File: config.mk
export PLATFORM = sky130hd
export DESIGN_NAME = xe4_int_ctrl
export DESIGN_NICKNAME = d
export VERILOG_FILES = /design/src/rtl/xe4_int_ctrl.sv
export SDC_FILE = /design/constraint.sdc
export NUM_CORES = 1
export LEC_CHECK = 0
export BUFFER_PORTS_ARGS = -buffer_cell sky130_fd_sc_hd__buf_2
export CORE_MARGIN = 2
export CORE_UTILIZATION = 54
export CTS_BUF_LIST = sky130_fd_sc_hd__clkbuf_8
export CTS_CLUSTER_SIZE = 20
export DETAILED_ROUTE_END_ITERATION = 8
export PLACE_DENSITY = 0.86
export SKIP_LAST_GASP = 1
export SLEW_MARGIN = 20
export SYNTH_ARGS = -nofsm -noshare
export SYNTH_HDL_FRONTEND = slang
export SYNTH_SLANG_ARGS = --single-unit
File: constraint.sdc
create_clock -name clk -period 4.55 [get_ports clk]
set_input_delay 0.6825 -clock clk [delete_from_list [all_inputs] [get_ports clk]]
set_output_delay 0.6825 -clock clk [all_outputs]
set_load 0.03 [all_outputs]
File: src/rtl/xe4_int_ctrl.sv
// xe4_int_ctrl: interrupt controller for the XE4 CPU.
//   Each raw line goes through a 2-flop synchronizer and is then either edge-latched
//   or passed through as a level. The request is gated by a mask, a global enable
//   and the service state. The lowest-index eligible channel is presented to the CPU
//   as int_req, together with int_id and int_vec.
//   All state changes on the falling edge of clk, which is the edge the CPU uses.
// Optional feature: define XE4_INTC_NMI_EN to make channel 0 non-maskable.
//   Channel 0 is then always edge mode. It ignores mask, gie and in_service, and it
//   may nest one level deep into a running service.
// Ports:
//   clk, rst_n          falling-edge clock, async active-low reset
//   irq_in[NCH]         raw interrupt lines (asynchronous)
//   edge_mode[NCH]      1 = rising-edge latched, 0 = level-high
//   mask_we/mask_wdata  mask register load (1 = enabled)
//   gie_set/gie_clr     global enable set/clear pulses (clear wins)
//   int_ack/int_done    CPU accept / end-of-service pulses
//   int_req/int_id/int_vec  registered request, granted channel and handler address
//   pending[NCH]        current pending vector
//   in_service          a handler is active
module xe4_int_ctrl #(
  parameter int unsigned      NCH        = 4,
  parameter int unsigned      AW         = 15,
  parameter logic [AW-1:0]    VEC_BASE   = 15'h0004,
  parameter logic [AW-1:0]    VEC_STRIDE = 15'h0008
) (
  input  logic            clk,
  input  logic            rst_n,
  input  logic [NCH-1:0]  irq_in,
  input  logic [NCH-1:0]  edge_mode,
  input  logic            mask_we,
  input  logic [NCH-1:0]  mask_wdata,
  input  logic            gie_set,
  input  logic            gie_clr,
  input  logic            int_ack,
  input  logic            int_done,
  output logic            int_req,
  output logic [AW-1:0]   int_vec,
  output logic [2:0]      int_id,
  output logic [NCH-1:0]  pending,
  output logic            in_service
);

  localparam int unsigned IDW = 3;

  // S_NREQ / S_NSVC are reachable only with the NMI feature.
  // They are the request and the service of a nested level.
  typedef enum logic [2:0] {
    S_IDLE = 3'd0,
    S_REQ  = 3'd1,
    S_SVC  = 3'd2,
    S_NREQ = 3'd3,
    S_NSVC = 3'd4
  } state_t;

  state_t          state, state_nx;
  logic [NCH-1:0]  sync1, sync2, sync2_d;
  logic [NCH-1:0]  pend, mask;
  logic            gie, req, isr;
  logic [IDW-1:0]  id;
  logic [AW-1:0]   vec;

  logic [NCH-1:0]  emode_c, rise_c, pend_nx_c, elig_c;
  logic            ack_c, grant_c, nmi_hold_c;
  logic [IDW-1:0]  win_id_c;
  logic [AW-1:0]   win_vec_c;
  logic            req_nx_c, isr_nx_c, gie_nx_c, load_c;

  // Synchronizer followed by a delayed copy for the rising-edge detector.
  always_ff @(negedge clk or negedge rst_n) begin
    if (!rst_n) begin
      sync1   <= '0;
      sync2   <= '0;
      sync2_d <= '0;
    end else begin
      sync1   <= irq_in;
      sync2   <= sync1;
      sync2_d <= sync2;
    end
  end

`ifdef XE4_INTC_NMI_EN
  assign emode_c    = edge_mode | NCH'(1);
  assign nmi_hold_c = (id == '0);
`else
  assign emode_c    = edge_mode;
  assign nmi_hold_c = 1'b0;
`endif

  assign rise_c = sync2 & ~sync2_d;
  assign ack_c  = int_ack & req;

  // Next pending value. An edge bit is cleared by the ack of its own channel.
  // A new edge in the same cycle keeps the bit set. A level bit follows the synchronized line.
  always_comb begin
    pend_nx_c = '0;
    for (int unsigned i = 0; i < NCH; i++) begin
      if (emode_c[i])
        pend_nx_c[i] = (pend[i] & ~(ack_c && (id == IDW'(i)))) | rise_c[i];
      else
        pend_nx_c[i] = sync2[i];
    end
  end

  // Eligibility and fixed-priority arbitration (lowest index wins).
  always_comb begin
    elig_c = '0;
    if (state == S_IDLE)
      elig_c = pend & mask & {NCH{gie}};
`ifdef XE4_INTC_NMI_EN
    elig_c[0] = pend[0] & ((state == S_IDLE) || (state == S_SVC));
`endif
    win_id_c = '0;
    for (int i = int'(NCH) - 1; i >= 0; i--) begin
      if (elig_c[i])
        win_id_c = IDW'(i);
    end
    grant_c   = |elig_c;
    win_vec_c = VEC_BASE + AW'(win_id_c) * VEC_STRIDE;
  end

  // State register.
  always_ff @(negedge clk or negedge rst_n) begin
    if (!rst_n)
      state <= S_IDLE;
    else
      state <= state_nx;
  end

  // Next-state logic. A pending ack beats gie_clr. A non-maskable request is never withdrawn.
  always_comb begin
    state_nx = state;
    unique case (state)
      S_IDLE: if (grant_c) state_nx = S_REQ;
      S_REQ: begin
        if (int_ack)                    state_nx = S_SVC;
        else if (gie_clr && !nmi_hold_c) state_nx = S_IDLE;
      end
      S_SVC: begin
        if (int_done)     state_nx = S_IDLE;
        else if (grant_c) state_nx = S_NREQ;
      end
      S_NREQ: begin
        if (int_ack && int_done) state_nx = S_SVC;
        else if (int_ack)        state_nx = S_NSVC;
        else if (int_done)       state_nx = S_REQ;
      end
      S_NSVC: if (int_done) state_nx = S_SVC;
      default: state_nx = S_IDLE;
    endcase
  end

  // Output logic: next values of the registered outputs.
  always_comb begin
    req_nx_c = (state_nx == S_REQ) || (state_nx == S_NREQ);
    isr_nx_c = (state_nx == S_SVC) || (state_nx == S_NREQ) || (state_nx == S_NSVC);
    load_c   = grant_c && req_nx_c && !req;
    gie_nx_c = gie;
    if (ack_c || gie_clr)
      gie_nx_c = 1'b0;
    else if (gie_set)
      gie_nx_c = 1'b1;
  end

  // Registered outputs and control state.
  always_ff @(negedge clk or negedge rst_n) begin
    if (!rst_n) begin
      pend <= '0;
      mask <= '0;
      gie  <= 1'b0;
      req  <= 1'b0;
      isr  <= 1'b0;
      id   <= '0;
      vec  <= '0;
    end else begin
      pend <= pend_nx_c;
      if (mask_we)
        mask <= mask_wdata;
      gie <= gie_nx_c;
      req <= req_nx_c;
      isr <= isr_nx_c;
      if (load_c) begin
        id  <= win_id_c;
        vec <= win_vec_c;
      end
    end
  end

  assign int_req    = req;
  assign int_id     = id;
  assign int_vec    = vec;
  assign pending    = pend;
  assign in_service = isr;

endmodule
## After elaboration in Yosys (flattened, before gate mapping)

Index checks and enable logic that the tools add are counted.

- $add $sub $neg: 1
- Muxes and demuxes: 21
- Equality and inequality tests: 11
- Reduce and logical (&&, ||, !) cells: 16
- Bitwise logic cells: 17

Operator list:

| cell | number |
|---|---|
| 2-to-1 mux 3 bit | 12 |
| == test 3 x 2 -> 1 bit (second input constant) | 6 |
| case mux 3 bit (5 select lines) | 1 |
| AND 4 bit | 3 |
| == test 3 x 1 -> 1 bit (second input constant) | 3 |
| adder 3 x 6 -> 7 bit (first input constant) | 1 |
| logical AND 1 bit | 7 |
| == test 3 bit (second input constant) | 2 |
| zero test 3 bit | 2 |
| 2-to-1 mux 1 bit | 6 |
| AND 1 bit | 5 |
| logical OR 1 bit | 4 |
| 2-to-1 mux 4 bit | 1 |
| inverter 1 bit | 4 |
| inverter 4 bit | 1 |
| OR 1 bit | 4 |
| OR reduction 4 bit | 1 |
| 2-to-1 mux 2 bit | 1 |
| nonzero test 2 bit | 1 |
| zero test 1 bit | 1 |

- Output and inout port bits: 24
- Register bits after elaboration: 44

## Logic depth before layout (Yosys ltp)

Gate-level depths: netlist of the first run.

- Word-level depth: 11
- Depth in mapped cells: 4
- Mapped depth without buffers: 3

==> reports/metrics.cfg, run 1 <==
[status]
status = finished clean

[floorplan]
coreArea_sq_um = 2170
ios = 43
initial_utilization_pct = 55.9
rows = 17
die_h_um = 51.4
die_w_um = 51.4
die-area_sq_um = 2640

[placement]
io_buffer_count = 29
place_ws_ns = 0.798
gp_congestion = 0.808
dp_hpwl_um = 1550

[logic_synthesis]
yosys.area_share.xor_xnor_pct = 0
ys_types = 31
async_flop_share_pct = 100
synth_top_family_by_area = compound AO/OA/AOI/OAI gates
yosysSeqAreaShare_pct = 59.9
synthSimpleGateAreaFrac_pct = 10.7
synthTopCellsByArea = dfrtn_1 (60%), buf_4 (9.3%), mux2_2 (4.6%)
synth_area_sq_um = 1210
synth_ff_type = dfrtn_1
synth_mux_area_share_pct = 4.64
syn_area_per_cell_sq_um = 12.5
synth_top_area_cell = dfrtn_1
ys_ff_latch = 29
synthAdderAreaFrac_pct = 0
ys_warn_count = 0
synth_edf_count = 0
synth_top_area_share_pct = 59.9
syn_inst = 97
synth_compound_area_share_pct = 12.9

[worst_setup_path]
critPathMaxFanout = 9
crit_path_cell_trace = buf_2
ff2ff_setup_slack_ns = 2.85
slowest_delay_ns = 0.55
worst-r2r-cell-count = 3
crit_type = register to output port
crit_buf_inv = 1
path_depth = 1
critPathLaunch = int_req$_DFF_NN0_
required_ns = 3.87
endpoint_kind = output port
r2r-end = int_id[0]$_DFFE_NN0P_
crit-reg2reg-launch = state[2]$_DFF_NN0_
crit_arrival_ns = 3.36
crit_path_start_kind = register
crit_slowest_cell = dfrtn_1
cp-endpoint = int_req
critPathTopFamily = flip-flops

[flow_run]
max_cap_violations = 0

[worst_hold_path]
holdPathStages = 0
hold_class = register to register

[grt]
grt-ovfl-total = 0
grt_start_max_net_pins = 30
grt_pass1_vias = 779
grt_pass1_wl_um = 3320
antenna_found_initial = 0
grt_use_total_pct = 18.2

[routing]
met3WireLength_um = 152
drtPass1Iterations = 4
vias = 827
antenna_left = 0
drtIter0Drc = 15
drt-met1-wl_um = 863
topRoutingLayerUsed = met4
drc = 0
route.detailed.wl_per_inst_um = 13.3
routed_wl_um = 2070
viasPerCell = 5.34
wl_met2_um = 1020

[power]
ir_drop_mv = 0.332
p_per_area_nw_per_um2 = 525
p_leak_nw = 0.671

[timing]
worst_pin_slew_ns = 0.599
fin_skew_ns = 0.00478
max-slew-margin-rel_pct = 60.1
rsz0062_at_grt = no
hold_violations = 0
fin_tns_setup_ns = 0
final-max-slew-violation-count = 0
final-setup-viol-count = 0
whs_ns = 0.299
finalWorstSetupSlack_ns = 0.507

[finish]
multi_input_area_sq_um = 392
regArea_sq_um = 726
drive_gt1_share_pct = 33.1
nets = 146
fillers = 175
syn_to_final_growth_pct = 14.8
num_antenna_cells = 0

[cts]
post_cts_buffers = 0
cts-resized-gates = 0
clockBufferDepth = 2
clock_latency_ns = 0.28
root_buffer = clkbuf_8
cts_hold_buf = 0
cts_buffers = 5
htreeDepth = 2
cts_tree = yes
cts.sinks = 29
clkTransAtPathRegs_ns = 0.04

worst min-delay path by stage:
stage / start / end
2_1_floorplan: sync1[0]$_DFF_NN0_ / sync2[0]$_DFF_NN0_
3_3_place_gp: sync1[2]$_DFF_NN0_ / sync2[2]$_DFF_NN0_
3_5_place_dp: sync1[2]$_DFF_NN0_ / sync2[2]$_DFF_NN0_
4_1_cts: sync1[2]$_DFF_NN0_ / sync2[2]$_DFF_NN0_
5_1_grt: sync1[3]$_DFF_NN0_ / sync2[3]$_DFF_NN0_
6_report: sync1[2]$_DFF_NN0_ / sync2[2]$_DFF_NN0_
stage by stage:
step | cell area, sq um | instances | total power, mW | utilization, %
global route | 1390 | 155 | 0.768 | 64.1
CTS | 1390 | 155 | 0.738 | 64.1
detailed placement | 1310 | 148 | 0.532 | 60.1
floorplan | 1260 | 109 | 0.499 | -
global placement | 1310 | 148 | 0.524 | 60.1
finish | 1390 | 155 | 0.730 | 64.1
state kept, by name, indices dropped and copies added (netlist names):
register and cells:
sync2 4, int_req 1, sync1 4, int_vec 2, gie 1, pending 4, mask 4, int_id 1
state 3, sync2_d 4, in_service 1
layout make-up:
cell class	count	area share, %
Inverter	2	0.540
Multi-Input combinational cell	60	28.1
Tap cell	28	2.52
Sequential cell	29	52.2
Timing Repair Buffer	29	10.4
Clock buffer	6	5.94
Clock inverter	1	0.270
cells by family after synthesis:
kind of cell	count (synthesis)
flip-flops	29
buffers and inverters	20
multiplexers	5
AND/OR/NAND/NOR	23
other	1
AO/OA/AOI/OAI	19
Yosys cell counts (all sizes together), types with 2 or more instances:
library cell  instances
a32o                  5
buf                  17
dfrtn                29
inv                   2
mux2                  5
nand2                 9
nand2b                2
nand3b                2
nand4b                3
nor2                  2
o21ai                 2
o22ai                 2
layout by cell type, fill, tap and decap left out, types with 2 or more instances in the layout:
cell type | Yosys | routed
a32o_1 | 5 | 5
buf_2 | 1 | 29
clkbuf_8 | 0 | 6
conb_1 | 1 | 13
dfrtn_1 | 29 | 29
inv_1 | 2 | 3
mux2_2 | 5 | 5
nand2_1 | 9 | 9
nand2b_1 | 2 | 2
nand3b_1 | 2 | 2
nand4b_1 | 3 | 3
nor2_1 | 2 | 2
o21ai_0 | 2 | 2
o22ai_1 | 2 | 2
power by group:
| part | switching, mW | internal (mW) |
|---|---|---|
| Clock | 0.0844 | 0.117 |
| Sequential | 0.0462 | 0.299 |
| Combinational | 0.118 | 0.0649 |
routing by layer:
layer	up-vias	GRT usage, %
li1	380	-
met1	403	22.0
met2	40	27.6
met3	4	5.85
met4	0	12.7
met5	-	0
No activity file was read; power rests on OpenSTA's default activity.
==> inputs of run 2 (changes only) <==
Settings changed: PLACE_DENSITY 0.86 to 0.95.
==> reports/metrics.cfg, run 2 (synthesis results as in run 1) <==
[status]
status = finished clean

[worst_setup_path]
critPathTopFamily = flip-flops
critPathMaxFanout = 9  ; unchanged
slowest_delay_ns = 0.54  ; about the same
crit_slowest_cell = dfrtn_1
endpoint_kind = output port
crit_type = register to output port
path_depth = 1  ; unchanged
required_ns = 3.87  ; about the same
crit_path_start_kind = register
crit_buf_inv = 1  ; unchanged
crit_arrival_ns = 3.35  ; about the same
worst-r2r-cell-count = 3  ; unchanged
crit_path_cell_trace = buf_2

[placement]
dp_hpwl_um = 1490  ; -4.0%
gp_congestion = 0.842  ; +4.2%
io_buffer_count = 29  ; unchanged

[power]
p_leak_nw = 0.685  ; +2.1%
p_per_area_nw_per_um2 = 557  ; +6.2%
ir_drop_mv = 0.415  ; +25%

[cts]
post_cts_buffers = 0  ; unchanged
cts_hold_buf = 0  ; unchanged
cts.sinks = 29  ; unchanged
htreeDepth = 2  ; unchanged
clock_latency_ns = 0.29  ; about the same
cts-resized-gates = 0  ; unchanged
cts_buffers = 5  ; unchanged
clockBufferDepth = 2  ; unchanged
cts_tree = yes
root_buffer = clkbuf_8
clkTransAtPathRegs_ns = 0.04  ; about the same

[grt]
grt-ovfl-total = 0  ; unchanged
antenna_found_initial = 0  ; unchanged
grt_pass1_wl_um = 3350  ; +0.84%
grt_pass1_vias = 736  ; -5.5%
grt_start_max_net_pins = 30  ; unchanged
grt_use_total_pct = 18.3  ; +0.080 points

[timing]
whs_ns = 0.295  ; -0.00404 ns
fin_skew_ns = 0.00316  ; -0.00162 ns
rsz0062_at_grt = no
max-slew-margin-rel_pct = 59.8  ; -0.24 points
fin_tns_setup_ns = 0  ; unchanged
final-max-slew-violation-count = 0  ; unchanged
final-setup-viol-count = 0  ; unchanged
hold_violations = 0  ; unchanged
worst_pin_slew_ns = 0.603  ; +0.00362 ns

[worst_hold_path]
hold_class = register to register
holdPathStages = 0  ; unchanged

[finish]
final_cell_mix = dfrtn_1 (29), buf_2 (29), conb_1 (13), nand2_1 (9), clkbuf_8 (6)
num_antenna_cells = 0  ; unchanged
regArea_sq_um = 726  ; unchanged
post-route-util_pct = 65.5  ; +1.4 points
syn_to_final_growth_pct = 17.2
multi_input_area_sq_um = 392  ; unchanged
drive_gt1_share_pct = 33.6  ; +0.52 points
nets = 146  ; unchanged
fillers = 174  ; -0.57%

[routing]
drc = 0  ; unchanged
route.detailed.wl_per_inst_um = 13.0  ; -2.8%
vias = 815  ; -1.5%
antenna_left = 0  ; unchanged
drtIter0Drc = 3  ; -12
routed_wl_um = 2020  ; -2.1%
viasPerCell = 5.22  ; -2.1%
drtPass1Iterations = 4  ; unchanged

[floorplan]
coreArea_sq_um = 2170  ; unchanged
die-area_sq_um = 2640  ; unchanged
ios = 43  ; unchanged
die_h_um = 51.4  ; unchanged
initial_utilization_pct = 55.9  ; unchanged
die_w_um = 51.4  ; unchanged
rows = 17  ; unchanged

[flow_run]
max_cap_violations = 0  ; unchanged

[run 2: changes by cell type in the layout (fill, tap and decap cells not counted)]
| cell | previous run | this run |
|---|---|---|
| bufinv_16 | 0 | 1 |
[run 2: area by class of cell]
type                            instances  share of cell area [%]
Sequential cell                        29                    51.1
Inverter                                2                   0.528
Timing Repair Buffer                   29                    10.2
Multi-Input combinational cell         60                    27.6
Tap cell                               28                    2.46
Clock inverter                          2                    2.38
Clock buffer                            6                    5.81
[run 2: power by group]
part	switching (mW)	total (mW)	internal (mW)
Sequential	0.0438	0.343	0.299
Clock	0.0884	0.264	0.176
Combinational	0.120	0.184	0.0650
[run 2: final timing paths]
| check | start | end | slack, ns |
|---|---|---|---|
| setup / recovery | int_req$_DFF_NN0_ | int_req | 0.52 |
| hold / removal | sync1[1]$_DFF_NN0_ | sync2[1]$_DFF_NN0_ | 0.30 |
| setup reg to reg | state[2]$_DFF_NN0_ | int_id[0]$_DFFE_NN0P_ | 2.86 |
| hold reg to reg | sync1[1]$_DFF_NN0_ | sync2[1]$_DFF_NN0_ | 0.30 |
| max in group asynchronous | rst_n | mask[2]$_DFFE_NN0P_ | 1.56 |
| min in group asynchronous | rst_n | sync1[2]$_DFF_NN0_ | 2.56 |
[run 2: routing by layer]
metal  global-route usage [%]  part of all wire, %  vias up
li1                         -                    -      382
met1                     23.6                   44      397
met2                     26.5                   48       34
met3                     7.89                  7.1        2
met4                     8.77                 0.79        0
met5                        0                    0        -
[run 2: per-stage QoR]
stage                     instance area (sq um)  setup WS, ns  power [mW]  instances
after floorplan                            1260         0.747       0.499        109
after global placement                     1310         0.834       0.523        148
after detailed placement                   1310         0.807       0.530        148
after CTS                                  1420         0.518       0.798        156
after global routing                       1420         0.467       0.836        156
final                                      1420         0.519       0.792        156
==> inputs of run 3 (changes only) <==
Clock period 4.55 ns to 5.2 ns, I/O delays scaled along.
==> reports/metrics.cfg, run 3 (synthesis results as in run 1) <==
[worst_setup_path]
r2r-end = int_id[0]$_DFFE_NN0P_
critPathTopFamily = flip-flops
endpoint_kind = output port
crit_arrival_ns = 3.68  ; +0.33 ns
worst-r2r-cell-count = 3  ; unchanged
crit_slowest_cell = dfrtn_1
critPathLaunch = int_req$_DFF_NN0_
required_ns = 4.42  ; +0.55 ns
crit_type = register to output port
ff2ff_setup_slack_ns = 3.51  ; +0.65 ns
path_depth = 1  ; unchanged
slowest_delay_ns = 0.54  ; about the same
crit-reg2reg-launch = state[2]$_DFF_NN0_
crit_path_cell_trace = buf_2
crit_path_start_kind = register
critPathMaxFanout = 9  ; unchanged
crit_buf_inv = 1  ; unchanged

[grt]
grt_pass1_wl_um = 3390  ; +1.2%
grt_pass1_vias = 749  ; +1.8%
grt_use_total_pct = 18.6  ; +0.26 points
grt-ovfl-total = 0  ; unchanged
grt_start_max_net_pins = 30  ; unchanged
antenna_found_initial = 0  ; unchanged

[cts]
cts_hold_buf = 0  ; unchanged
post_cts_buffers = 0  ; unchanged
clock_latency_ns = 0.29  ; about the same
cts_buffers = 5  ; unchanged
root_buffer = clkbuf_8
cts.sinks = 29  ; unchanged
cts-resized-gates = 0  ; unchanged
cts_tree = yes
htreeDepth = 2  ; unchanged
clkTransAtPathRegs_ns = 0.04  ; about the same
clockBufferDepth = 2  ; unchanged

[power]
ir_drop_mv = 0.306  ; -26%
comb_power_share_pct = 23.3  ; about the same
p_leak_nw = 0.685  ; unchanged
pwr-share-seq_pct = 43.2  ; about the same
p_sw_share_pct = 32.0  ; +0.19 points
pwr-share-clk_pct = 33.5  ; about the same
p_switching_uw = 222  ; -12%
p_total_uw = 695  ; -12%
p_per_area_nw_per_um2 = 489  ; -12%
p_int_uw = 473  ; -12%

[routing]
viasPerCell = 5.31  ; +1.7%
drtIter0Drc = 9  ; +6
vias = 829  ; +1.7%
routed_wl_um = 2080  ; +2.7%
drc = 0  ; unchanged
antenna_left = 0  ; unchanged
route.detailed.wl_per_inst_um = 13.3  ; +2.7%
drtPass1Iterations = 4  ; unchanged

[worst_hold_path]
hold_class = register to register
holdPathStages = 0  ; unchanged
hold_start = sync1[1]$_DFF_NN0_
hold_end = sync2[1]$_DFF_NN0_

[timing]
final-setup-viol-count = 0  ; unchanged
final-max-slew-violation-count = 0  ; unchanged
hold_violations = 0  ; unchanged
worst_pin_slew_ns = 0.609  ; +0.00602 ns
max-slew-margin-rel_pct = 59.4  ; -0.40 points
rsz0062_at_grt = no
fin_skew_ns = 0.00339  ; +0.000236 ns
fin_tns_setup_ns = 0  ; unchanged

[finish]
syn_to_final_growth_pct = 17.2  ; unchanged
num_antenna_cells = 0  ; unchanged
drive_gt1_share_pct = 33.6  ; unchanged
final_cell_mix = dfrtn_1 (29), buf_2 (29), conb_1 (13), nand2_1 (9), clkbuf_8 (6)
nets = 146  ; unchanged

[floorplan]
die-area_sq_um = 2640  ; unchanged
ios = 43  ; unchanged
initial_utilization_pct = 55.9  ; unchanged
die_h_um = 51.4  ; unchanged
rows = 17  ; unchanged
die_w_um = 51.4  ; unchanged
coreArea_sq_um = 2170  ; unchanged

[status]
status = finished clean

[flow_run]
max_cap_violations = 0  ; unchanged

[placement]
dp_hpwl_um = 1500  ; +1.0%
io_buffer_count = 29  ; unchanged
gp_congestion = 0.842  ; unchanged

==> run 3: cell counts in the layout (fill, tap and decap cells not counted) <==
No cell type changed its count.
==> run 3: area by class of cell <==
type / count / area, sq um
timing repair buffer: 29 / 145
multi-input combinational: 60 / 392
inverter: 2 / 7.51
fill: 180 / 748
sequential: 29 / 726
tap: 28 / 35.0
clock inverter: 2 / 33.8
clock buffer: 6 / 82.6
==> run 3: through the flow <==
step                hold slack, ns  area, sq um  instances  setup WS, ns  utilization [%]
floorplan                    0.292         1260        109         0.975                -
global placement             0.295         1310        148          1.06             60.1
detailed placement           0.298         1310        148          1.03             60.1
CTS                          0.297         1420        156         0.750             65.5
global route                 0.301         1420        156         0.698             65.5
finish                       0.295         1420        156         0.744             65.5
==> run 3: worst max path at each step <==
stage	end	slack, ns
6_report	int_req	0.74
5_1_grt	int_req	0.70
4_1_cts	int_req	0.75
3_5_place_dp	pending[0]$_DFF_NN0_	1.03
3_3_place_gp	pending[0]$_DFF_NN0_	1.06
2_1_floorplan	int_vec[3]	0.97
==> run 3: layer usage <==
| layer | part of all wire, % | global-route usage [%] |
|---|---|---|
| met5 | 0 | 0 |
| met4 | 1.4 | 8.77 |
| met3 | 7.0 | 7.89 |
| met2 | 46 | 26.5 |
| met1 | 45 | 24.5 |
==> run 3: power groups by stage <==
stage / combinational (mW) / clock, mW / sequential (mW)
final: 0.162 / 0.233 / 0.301
after floorplan: 0.111 / 0 / 0.326
after global routing: 0.174 / 0.251 / 0.307
after detailed placement: 0.161 / 0 / 0.303
after global placement: 0.157 / 0 / 0.300
after CTS: 0.163 / 0.236 / 0.300
